$ cat src/rtl/aq_gemac_mdio_resp_if.sv
// Pad-side MDIO signals and register-file strobe bus for the MDIO responder.
// Strobes: REG_RE/REG_WE are one-CLK pulses with no back-pressure; REG_RDATA must be valid the cycle after REG_RE.
interface aq_gemac_mdio_resp_if;
  logic        MDC;
  logic        MDIO_IN;
  logic        MDIO_OUT;
  logic        MDIO_OUT_ENABLE;
  logic [4:0]  REG_ADDR;
  logic        REG_RE;
  logic [15:0] REG_RDATA;
  logic        REG_WE;
  logic [15:0] REG_WDATA;
  logic        BUSY;
  logic        FRAME_ERR;
  logic [2:0]  DBG_STATE;

  modport slave (
    input  MDC, MDIO_IN, REG_RDATA,
    output MDIO_OUT, MDIO_OUT_ENABLE, REG_ADDR, REG_RE, REG_WE, REG_WDATA,
           BUSY, FRAME_ERR, DBG_STATE
  );

  modport master (
    output MDC, MDIO_IN, REG_RDATA,
    input  MDIO_OUT, MDIO_OUT_ENABLE, REG_ADDR, REG_RE, REG_WE, REG_WDATA,
           BUSY, FRAME_ERR, DBG_STATE
  );
endinterface

$ cat src/rtl/aq_gemac_mdio_resp.sv
// Clause-22 MDIO responder: oversamples MDC/MDIO on CLK, decodes frames and
// turns them into single-cycle register read/write strobes.
module aq_gemac_mdio_resp #(
    parameter logic [4:0] PHY_ADDR = 5'd1,
    parameter int         PRE_LEN  = 32
) (
    input logic                   CLK,
    input logic                   RST,
    aq_gemac_mdio_resp_if.slave   bus
);

    typedef enum logic [2:0] {
        IDLE  = 3'd0,
        ST    = 3'd1,
        OP    = 3'd2,
        PHYAD = 3'd3,
        REGAD = 3'd4,
        TA    = 3'd5,
        DATA  = 3'd6,
        SKIP  = 3'd7
    } state_t;

    localparam logic [6:0] PRE_LEN_C = 7'(PRE_LEN);

    state_t      state_q, state_d;
    logic        mdc_s1_q, mdc_s2_q, mdc_prev_q;
    logic        mdio_s1_q, mdio_s2_q;
    logic [5:0]  pre_cnt_q, pre_cnt_d;
    logic [4:0]  bit_cnt_q, bit_cnt_d;
    logic        is_read_q, is_read_d;
    logic        op_hi_q, op_hi_d;
    logic [4:0]  phyad_q, phyad_d;
    logic [4:0]  regad_q, regad_d;
    logic [15:0] shreg_q, shreg_d;
    logic        mdio_out_q, mdio_out_d;
    logic        mdio_oe_q, mdio_oe_d;
    logic [4:0]  reg_addr_q, reg_addr_d;
    logic        reg_re_q, reg_re_d;
    logic        load_q, load_d;
    logic        reg_we_q, reg_we_d;
    logic [15:0] reg_wdata_q, reg_wdata_d;
    logic        frame_err_q, frame_err_d;

    logic rise;
    logic bit_in;

    assign rise   = mdc_s2_q & ~mdc_prev_q;
    assign bit_in = mdio_s2_q;

    always_ff @(posedge CLK or posedge RST) begin
        if (RST) begin
            mdc_s1_q   <= 1'b0;
            mdc_s2_q   <= 1'b0;
            mdc_prev_q <= 1'b0;
            mdio_s1_q  <= 1'b0;
            mdio_s2_q  <= 1'b0;
        end else begin
            mdc_s1_q   <= bus.MDC;
            mdc_s2_q   <= mdc_s1_q;
            mdc_prev_q <= mdc_s2_q;
            mdio_s1_q  <= bus.MDIO_IN;
            mdio_s2_q  <= mdio_s1_q;
        end
    end

    always_ff @(posedge CLK or posedge RST) begin
        if (RST) begin
            state_q     <= IDLE;
            pre_cnt_q   <= '0;
            bit_cnt_q   <= '0;
            is_read_q   <= 1'b0;
            op_hi_q     <= 1'b0;
            phyad_q     <= '0;
            regad_q     <= '0;
            shreg_q     <= '0;
            mdio_out_q  <= 1'b0;
            mdio_oe_q   <= 1'b0;
            reg_addr_q  <= '0;
            reg_re_q    <= 1'b0;
            load_q      <= 1'b0;
            reg_we_q    <= 1'b0;
            reg_wdata_q <= '0;
            frame_err_q <= 1'b0;
        end else begin
            state_q     <= state_d;
            pre_cnt_q   <= pre_cnt_d;
            bit_cnt_q   <= bit_cnt_d;
            is_read_q   <= is_read_d;
            op_hi_q     <= op_hi_d;
            phyad_q     <= phyad_d;
            regad_q     <= regad_d;
            shreg_q     <= shreg_d;
            mdio_out_q  <= mdio_out_d;
            mdio_oe_q   <= mdio_oe_d;
            reg_addr_q  <= reg_addr_d;
            reg_re_q    <= reg_re_d;
            load_q      <= load_d;
            reg_we_q    <= reg_we_d;
            reg_wdata_q <= reg_wdata_d;
            frame_err_q <= frame_err_d;
        end
    end

    always_comb begin
        state_d     = state_q;
        pre_cnt_d   = pre_cnt_q;
        bit_cnt_d   = bit_cnt_q;
        is_read_d   = is_read_q;
        op_hi_d     = op_hi_q;
        phyad_d     = phyad_q;
        regad_d     = regad_q;
        shreg_d     = shreg_q;
        mdio_out_d  = mdio_out_q;
        mdio_oe_d   = mdio_oe_q;
        reg_addr_d  = reg_addr_q;
        reg_wdata_d = reg_wdata_q;
        reg_re_d    = 1'b0;
        reg_we_d    = 1'b0;
        frame_err_d = 1'b0;
        load_d      = reg_re_q;

        // Read data arrives one CLK after the strobe, long before the next MDC rise.
        if (load_q) begin
            shreg_d = bus.REG_RDATA;
        end

        if (rise) begin
            case (state_q)
                IDLE: begin
                    if (bit_in) begin
                        if (pre_cnt_q != 6'h3f) pre_cnt_d = pre_cnt_q + 6'd1;
                    end else if ({1'b0, pre_cnt_q} >= PRE_LEN_C) begin
                        state_d = ST;
                    end else begin
                        pre_cnt_d = '0;
                    end
                end
                ST: begin
                    if (bit_in) begin
                        state_d   = OP;
                        bit_cnt_d = '0;
                    end else begin
                        frame_err_d = 1'b1;
                        state_d     = IDLE;
                    end
                end
                OP: begin
                    if (bit_cnt_q == 5'd0) begin
                        op_hi_d   = bit_in;
                        bit_cnt_d = 5'd1;
                    end else if (op_hi_q != bit_in) begin
                        is_read_d = op_hi_q;
                        state_d   = PHYAD;
                        bit_cnt_d = '0;
                    end else begin
                        frame_err_d = 1'b1;
                        state_d     = IDLE;
                    end
                end
                PHYAD: begin
                    phyad_d = {phyad_q[3:0], bit_in};
                    if (bit_cnt_q == 5'd4) begin
                        state_d   = REGAD;
                        bit_cnt_d = '0;
                    end else begin
                        bit_cnt_d = bit_cnt_q + 5'd1;
                    end
                end
                REGAD: begin
                    regad_d = {regad_q[3:0], bit_in};
                    if (bit_cnt_q == 5'd4) begin
                        reg_addr_d = {regad_q[3:0], bit_in};
                        bit_cnt_d  = '0;
                        if (phyad_q == PHY_ADDR) begin
                            state_d  = TA;
                            reg_re_d = is_read_q;
                        end else begin
                            state_d = SKIP;
                        end
                    end else begin
                        bit_cnt_d = bit_cnt_q + 5'd1;
                    end
                end
                TA: begin
                    // Reads drive a single turnaround zero; writes just let both TA bits pass.
                    if (is_read_q) begin
                        mdio_oe_d  = 1'b1;
                        mdio_out_d = 1'b0;
                        state_d    = DATA;
                        bit_cnt_d  = '0;
                    end else if (bit_cnt_q == 5'd1) begin
                        state_d   = DATA;
                        bit_cnt_d = '0;
                    end else begin
                        bit_cnt_d = 5'd1;
                    end
                end
                DATA: begin
                    if (is_read_q) begin
                        if (bit_cnt_q == 5'd16) begin
                            mdio_oe_d  = 1'b0;
                            mdio_out_d = 1'b0;
                            state_d    = IDLE;
                        end else begin
                            mdio_out_d = shreg_q[15];
                            shreg_d    = {shreg_q[14:0], 1'b0};
                            bit_cnt_d  = bit_cnt_q + 5'd1;
                        end
                    end else begin
                        shreg_d = {shreg_q[14:0], bit_in};
                        if (bit_cnt_q == 5'd15) begin
                            reg_we_d    = 1'b1;
                            reg_wdata_d = {shreg_q[14:0], bit_in};
                            state_d     = IDLE;
                        end else begin
                            bit_cnt_d = bit_cnt_q + 5'd1;
                        end
                    end
                end
                SKIP: begin
                    if (bit_cnt_q == 5'd17) begin
                        state_d = IDLE;
                    end else begin
                        bit_cnt_d = bit_cnt_q + 5'd1;
                    end
                end
                default: state_d = IDLE;
            endcase
        end

        // Preamble only accumulates while idle, so every frame needs a fresh one.
        if (state_d != IDLE) begin
            pre_cnt_d = '0;
        end
    end

    assign bus.MDIO_OUT        = mdio_out_q;
    assign bus.MDIO_OUT_ENABLE = mdio_oe_q;
    assign bus.REG_ADDR        = reg_addr_q;
    assign bus.REG_RE          = reg_re_q;
    assign bus.REG_WE          = reg_we_q;
    assign bus.REG_WDATA       = reg_wdata_q;
    assign bus.BUSY            = (state_q != IDLE);
    assign bus.FRAME_ERR       = frame_err_q;
    assign bus.DBG_STATE       = state_q;

endmodule
$ cat src/flat_wrapper.sv
// flat-port wrapper written by rule: the top's interface ports become plain ports
module aq_gemac_mdio_resp_flat 
#(
    parameter logic [4:0] PHY_ADDR = 5'd1,
    parameter int         PRE_LEN  = 32
)
  (CLK, RST, bus_MDC, bus_MDIO_IN, bus_REG_RDATA, bus_MDIO_OUT, bus_MDIO_OUT_ENABLE, bus_REG_ADDR, bus_REG_RE, bus_REG_WE, bus_REG_WDATA, bus_BUSY, bus_FRAME_ERR, bus_DBG_STATE);
  aq_gemac_mdio_resp_if bus_i ();
  input logic CLK;
  input logic RST;
  input wire logic [$bits(bus_i.MDC)-1:0] bus_MDC;
  input wire logic [$bits(bus_i.MDIO_IN)-1:0] bus_MDIO_IN;
  input wire logic [$bits(bus_i.REG_RDATA)-1:0] bus_REG_RDATA;
  output wire logic [$bits(bus_i.MDIO_OUT)-1:0] bus_MDIO_OUT;
  output wire logic [$bits(bus_i.MDIO_OUT_ENABLE)-1:0] bus_MDIO_OUT_ENABLE;
  output wire logic [$bits(bus_i.REG_ADDR)-1:0] bus_REG_ADDR;
  output wire logic [$bits(bus_i.REG_RE)-1:0] bus_REG_RE;
  output wire logic [$bits(bus_i.REG_WE)-1:0] bus_REG_WE;
  output wire logic [$bits(bus_i.REG_WDATA)-1:0] bus_REG_WDATA;
  output wire logic [$bits(bus_i.BUSY)-1:0] bus_BUSY;
  output wire logic [$bits(bus_i.FRAME_ERR)-1:0] bus_FRAME_ERR;
  output wire logic [$bits(bus_i.DBG_STATE)-1:0] bus_DBG_STATE;
  assign bus_i.MDC = bus_MDC;
  assign bus_i.MDIO_IN = bus_MDIO_IN;
  assign bus_i.REG_RDATA = bus_REG_RDATA;
  assign bus_MDIO_OUT = bus_i.MDIO_OUT;
  assign bus_MDIO_OUT_ENABLE = bus_i.MDIO_OUT_ENABLE;
  assign bus_REG_ADDR = bus_i.REG_ADDR;
  assign bus_REG_RE = bus_i.REG_RE;
  assign bus_REG_WE = bus_i.REG_WE;
  assign bus_REG_WDATA = bus_i.REG_WDATA;
  assign bus_BUSY = bus_i.BUSY;
  assign bus_FRAME_ERR = bus_i.FRAME_ERR;
  assign bus_DBG_STATE = bus_i.DBG_STATE;
  aq_gemac_mdio_resp #(.PHY_ADDR(PHY_ADDR), .PRE_LEN(PRE_LEN)) u_core (.CLK(CLK), .RST(RST), .bus(bus_i));
endmodule
$ cat config.mk
export PLATFORM = sky130hd
export DESIGN_NAME = aq_gemac_mdio_resp_flat
export DESIGN_NICKNAME = d
export VERILOG_FILES = /design/src/rtl/aq_gemac_mdio_resp_if.sv /design/src/rtl/aq_gemac_mdio_resp.sv /design/src/flat_wrapper.sv
export SDC_FILE = /design/constraint.sdc
export NUM_CORES = 1
export LEC_CHECK = 0
export CORE_ASPECT_RATIO = 0.75
export CORE_UTILIZATION = 37
export CTS_BUF_LIST = sky130_fd_sc_hd__clkbuf_8
export DETAILED_ROUTE_END_ITERATION = 10
export SETUP_SLACK_MARGIN = 0.15
export SYNTH_ARGS = -nofsm -noshare
export SYNTH_HDL_FRONTEND = slang
export SYNTH_SLANG_ARGS = --single-unit
$ cat constraint.sdc
create_clock -name CLK -period 5.03 [get_ports CLK]
set_input_delay 0.7545 -clock CLK [delete_from_list [all_inputs] [get_ports CLK]]
set_output_delay 0.7545 -clock CLK [all_outputs]
set_load 0.005 [all_outputs]
Yosys cells after proc, flatten, opt, wreduce, memory -nomap -nowiden
Index checks and enable logic that the tools add are counted.
- bits in registers: 73
- output and inout bits: 30
- input bits: 20
- word-level logic and storage cells: 131
- equality and inequality tests: 25
- muxes and demuxes: 59
- $lt $le $gt $ge: 1
- bitwise logic cells: 4
- $add $sub $neg: 2
- reduce and logical (&&, ||, !) cells: 19
- operator list (operator ; number):
    $mux W16 ; 5
    $mux W5 ; 9
    $mux W3 ; 12
    $mux W6 ; 6
    $pmux W5 S6 ; 1
    $pmux W3 S8 ; 1
    $mux W1 ; 19
    $reduce_and A4 Y1 ; 4
    $eq A3 B3 Y1 const B ; 4
    $eq A5 B1 Y1 const B ; 2
    $eq A5 B5 Y1 const B ; 2
    $ne A2 B1 Y1 const B ; 4
    $reduce_and A7 Y1 ; 1
    $add A6 B1 Y6 const B ; 1
    $eq A3 B2 Y1 const B ; 2
    $ge A6 B6 Y1 const B ; 1
    $mux W2 ; 3
    $ne A3 B2 Y1 const B ; 2
    $ne A3 B3 Y1 const B ; 2
    $ne A6 B6 Y1 const B ; 1
    $pmux W1 S2 ; 3
    $reduce_and A3 Y1 ; 2
    $reduce_bool A2 Y1 ; 3
    $reduce_bool A3 Y1 ; 2
    15 further kinds ; 18

Logic depth before layout (Yosys ltp)
- word-level depth: 8
- depth in mapped cells: 7
- gate-level depth less buffers: 7

Worst setup path before layout
Ideal clock, no wire load.
- path type: register -> register
- start: register u_core.bit_cnt_q[0]
- end: register u_core.bit_cnt_q[4]
- slack: 3.038 ns
- required time: 4.905 ns
- library setup time: 0.125 ns
- buffers on the path: 0
- arrival: 1.867 ns
- clock period less this slack: 1.992 ns
- cell stages (with the launch flop): 8
- cell sequence: dfrtp_1 > ha_1 > and3_1 > ha_1 > a31oi_1 > o2111a_1 > o21a_2 > mux2_2
- word-level cells in the longest chain between the ends: 4
- elaborated cells between the ends (all ways): 18
- classes of those cells: add/sub (1); eq/ne (8); mux (7); reduce/logical (2)
- ends and longest elaborated chain (item ; line ; text):
    from (decl) ; aq_gemac_mdio_resp.sv:29 ; logic [4:0] bit_cnt_q, bit_cnt_d;
    from (signal assigned) ; aq_gemac_mdio_resp.sv:87 ; bit_cnt_q <= bit_cnt_d;
    $add A5 B1 Y5 ; n/a ;
    $mux W5, on equally long branches ; aq_gemac_mdio_resp.sv:211, aq_gemac_mdio_resp.sv:200 ;
    $mux W5 ; aq_gemac_mdio_resp.sv:199 ; if (is_read_q) begin
    $pmux W5 S6 ; aq_gemac_mdio_resp.sv:128 ; case (state_q)
Several ways; a longest one is shown, not always the timed one. The select of a mux whose other input is x is not followed.
A chain may end at the register's enable or synchronous reset.

Worst setup path in the final report
- start: register u_core.state_q[0] (netlist: u_core.bus.DBG_STATE[0])
- end: output port bus_BUSY
- word-level cells in the longest chain between the ends: 1
- ends and longest elaborated chain (item ; line ; text):
    from (decl) ; aq_gemac_mdio_resp.sv:25 ; state_t state_q, state_d;
    from (signal assigned) ; aq_gemac_mdio_resp.sv:85 ; state_q <= state_d;
    $reduce_bool A3 Y1 ; aq_gemac_mdio_resp.sv:243 ; assign bus.BUSY = (state_q != IDLE);
    to (decl) ; flat_wrapper.sv:20 ; output wire logic [$bits(bus_i.BUSY)-1:0] bus_BUSY;
No other way between the ends.

==> results.tsv <==
metric	value	unit
outcome	complete, no violations	
fill_cells	869	
timing.final.crit_share	54.2	%
die-area	0.0102	mm2
numClockSinks	73	
critPathCaptureType	primary output	
period_needed	2730	ps
final_nets	391	
grt_first_pass_wirelength	12.9	mm
worst-path-max-fanout	23	
routed_wl	7.76	mm
rsz0062_at_grt	false	
postCtsSetupRepairBufs	0	
synth_edf_count	0	
ctsResizeCount	0	
clk_latency	360	ps
dpl_cell_area	0.00419	mm2
cp_top_family	flip-flops	
cp.arrival	1970	ps
track_usage	16.8	%
clock_path_buffers	2	
p_per_area	245	mW/mm2
max_slew_margin	27.6	%
fmax	367	MHz
synth_top_cell_by_area	dfrtp_1	
register_area	0.00183	mm2
firstDrtPassIters	4	
worstSetupStartpointType	flip-flop	
async_flop_share	100	%
cellLeakagePower	1.77	nW
cts.htree.levels	3	
ys_seq_area_share	50.3	%
drv_cap	0	
finalHoldViolCount	0	
routedWlPerCell	15.6	um
crit_type	reg2out	
grt_max_degree	41	
port_buffers	49	
critPathBufInv	1	
synth_area	0.00363	mm2
antenna_found_initial	0	
yosysWarnings	0	
critical_path.max_stage_delay	650	ps
crit_chain	or3_1 > clkdlybuf4s50_1	
syn_nets	349	
synth-seq-cells	73	
hp-class	reg2reg	
design_area	0.00436	mm2
synth_area_leaders	dfrtp_1 50%, mux2_2 9.0%, mux2i_1 5.5%	
worstReg2RegEnd	u_core.bus.REG_WDATA[14]$_DFFE_PP0P_	
num_rows	30	
min_from	u_core.mdio_s1_q$_DFF_PP0_	
dp_hpwl	5.46	mm
final.setup.tns	0	ps
n_antenna_cell	0	
cp_slowest_cell	dfrtp_1	
ys.flop_type	dfrtp_1	
worstMarginPinSlew	1090	ps
core	0.00927	mm2
ys_types	68	
ant_nets	0	
min_path_cells	0	
ir_drop	0.179	mV
drv_slew	0	
cts_tree	built	
die_x	116	um
holdPathEnd	u_core.bit_in$_DFF_PP0_	
die_h	87.8	um
initial_core_util	39.1	%
worstReg2RegStart	u_core.bus.DBG_STATE[2]$_DFF_PP0_	
place.gp.congestion	0.802	
crit_required	4280	ps
netlist.area_leader.share	50.3	%
drtIter0Drc	108	
cts.clk_slew.worst_paths	80	ps
vias_per_cell	5.31	
syn_inst	323	
skew	10.3	ps
vias	2644	
drc_errors	0	
areaGrowthSynthToFinish	20.0	%
drive_gt1_share	17.8	%
grt_pass1_vias	2500	
r2r_cells	4	
ctsHoldBuffers	0	
avgSynthCellArea	11.2	um2
r2r_slack	2440	ps
numCtsBuffers	9	
ioPinCount	50	
clock-root-buffer	clkbuf_8	
multi_input_area	0.00165	mm2
finalSetupViolations	0	
grt_overflow	0	
stage by stage:
step | power, mW | setup slack, ps | utilization (%) | instances | hold WS (ps)
2_1_floorplan | 0.651 | 2420 | - | 323 | 331
3_3_place_gp | 0.677 | 2520 | 45.1 | 482 | 335
3_5_place_dp | 0.678 | 2450 | 45.1 | 482 | 344
4_1_cts | 1.09 | 2270 | 47.0 | 498 | 363
5_1_grt | 1.12 | 2200 | 47.0 | 498 | 371
6_report | 1.07 | 2300 | 47.0 | 498 | 359
worst max-delay path by stage:
stage / from / end / cells past startpoint
floorplan: RST / u_core.bit_cnt_q[0]$_DFFE_PP0P_ / 1
global placement: u_core.bus.DBG_STATE[2]$_DFF_PP0_ / u_core.bus.REG_WDATA[9]$_DFFE_PP0P_ / 4
detailed placement: u_core.bus.DBG_STATE[2]$_DFF_PP0_ / u_core.bus.REG_WDATA[14]$_DFFE_PP0P_ / 4
CTS: u_core.bus.DBG_STATE[0]$_DFF_PP0_ / bus_BUSY / 2
global route: u_core.bus.DBG_STATE[0]$_DFF_PP0_ / bus_BUSY / 2
finish: u_core.bus.DBG_STATE[0]$_DFF_PP0_ / bus_BUSY / 2
logic make-up (layout without fill, tap and decap cells):
logic type	Yosys count	after routing	synth area share, %
simple gates	93	93	15.1
flops	73	73	50.3
compound gates	67	67	12.9
mux	50	50	14.8
buf+inv	32	79	4.27
fa+ha+maj	6	6	2.07
xor+xnor	2	2	0.483
Yosys cell counts, types with 2 or more instances:
library cell  number
o21ai_0           26
nor4b_1            2
inv_1             12
nor4_1             6
nor2_2             2
clkbuf_1           7
a21oi_1           11
a31oi_1            5
o2111a_1           2
o211ai_1           2
and2_1             2
buf_6              3
mux2i_1           20
nor3_1             2
nor2_1             5
a41oi_2            2
mux2_2            29
nand2b_1           4
ha_1               6
buf_2              6
nand3_1            8
and3_1             5
nand4_1            3
nand2_1           33
nor2b_1            3
a32oi_1            3
dfrtp_1           73
power breakdown:
part | internal [mW] | total (mW) | leakage, nW | switching [mW]
clock | 0.178 | 0.403 | 0.0868 | 0.226
sequential | 0.597 | 0.610 | 0.919 | 0.0127
combinational | 0.0284 | 0.0558 | 0.769 | 0.0274
registers in the layout, summed over array words and instances, names as in the netlist:
register	flops
u_core.bit_cnt_q	5
u_core.bit_in	1
u_core.bus.DBG_STATE	3
u_core.bus.FRAME_ERR	1
u_core.bus.MDIO_OUT	1
u_core.bus.MDIO_OUT_ENABLE	1
u_core.bus.REG_ADDR	5
u_core.bus.REG_RE	1
u_core.bus.REG_WDATA	16
u_core.bus.REG_WE	1
u_core.is_read_q	1
u_core.load_q	1
u_core.mdc_prev_q	1
u_core.mdc_s1_q	1
u_core.mdc_s2_q	1
u_core.mdio_s1_q	1
u_core.op_hi_q	1
u_core.phyad_q	5
u_core.pre_cnt_q	6
u_core.regad_q	4
u_core.shreg_q	16
cells in the final DEF (no fill, tap or decap), drive strengths merged, types with 4 or more instances in the layout:
cell type | synthesis | final
o21ai | 27 | 27
mux2 | 30 | 30
mux2i | 20 | 20
a32oi | 4 | 4
ha | 6 | 6
nand2 | 34 | 34
clkbuf | 8 | 9
and3 | 6 | 6
nand3 | 8 | 8
dfrtp | 73 | 73
nand2b | 4 | 4
a21oi | 11 | 11
a31oi | 5 | 5
nor2 | 7 | 7
clkdlybuf4s50 | 0 | 49
nor4 | 6 | 6
inv | 13 | 15
area by class of cell:
class	count	share of cell area [%]
clock buffers	9	2.84
clock inverters	7	1.06
inverters	13	1.12
multi-input cells	218	37.9
flip-flops and latches	73	41.9
well taps	128	3.68
repair buffers	50	11.4
metal layers:
metal | wire length, um | global-route usage, % | part of all wire (%) | up-vias
li1 | - | - | - | 1263
met1 | 3960 | 25.2 | 51 | 1303
met2 | 3310 | 22.9 | 43 | 69
met3 | 421 | 5.33 | 5.4 | 9
met4 | 76 | 5.01 | 0.98 | 0
met5 | 0 | 0 | 0 | -
No activity file was read; power rests on OpenSTA's default activity.
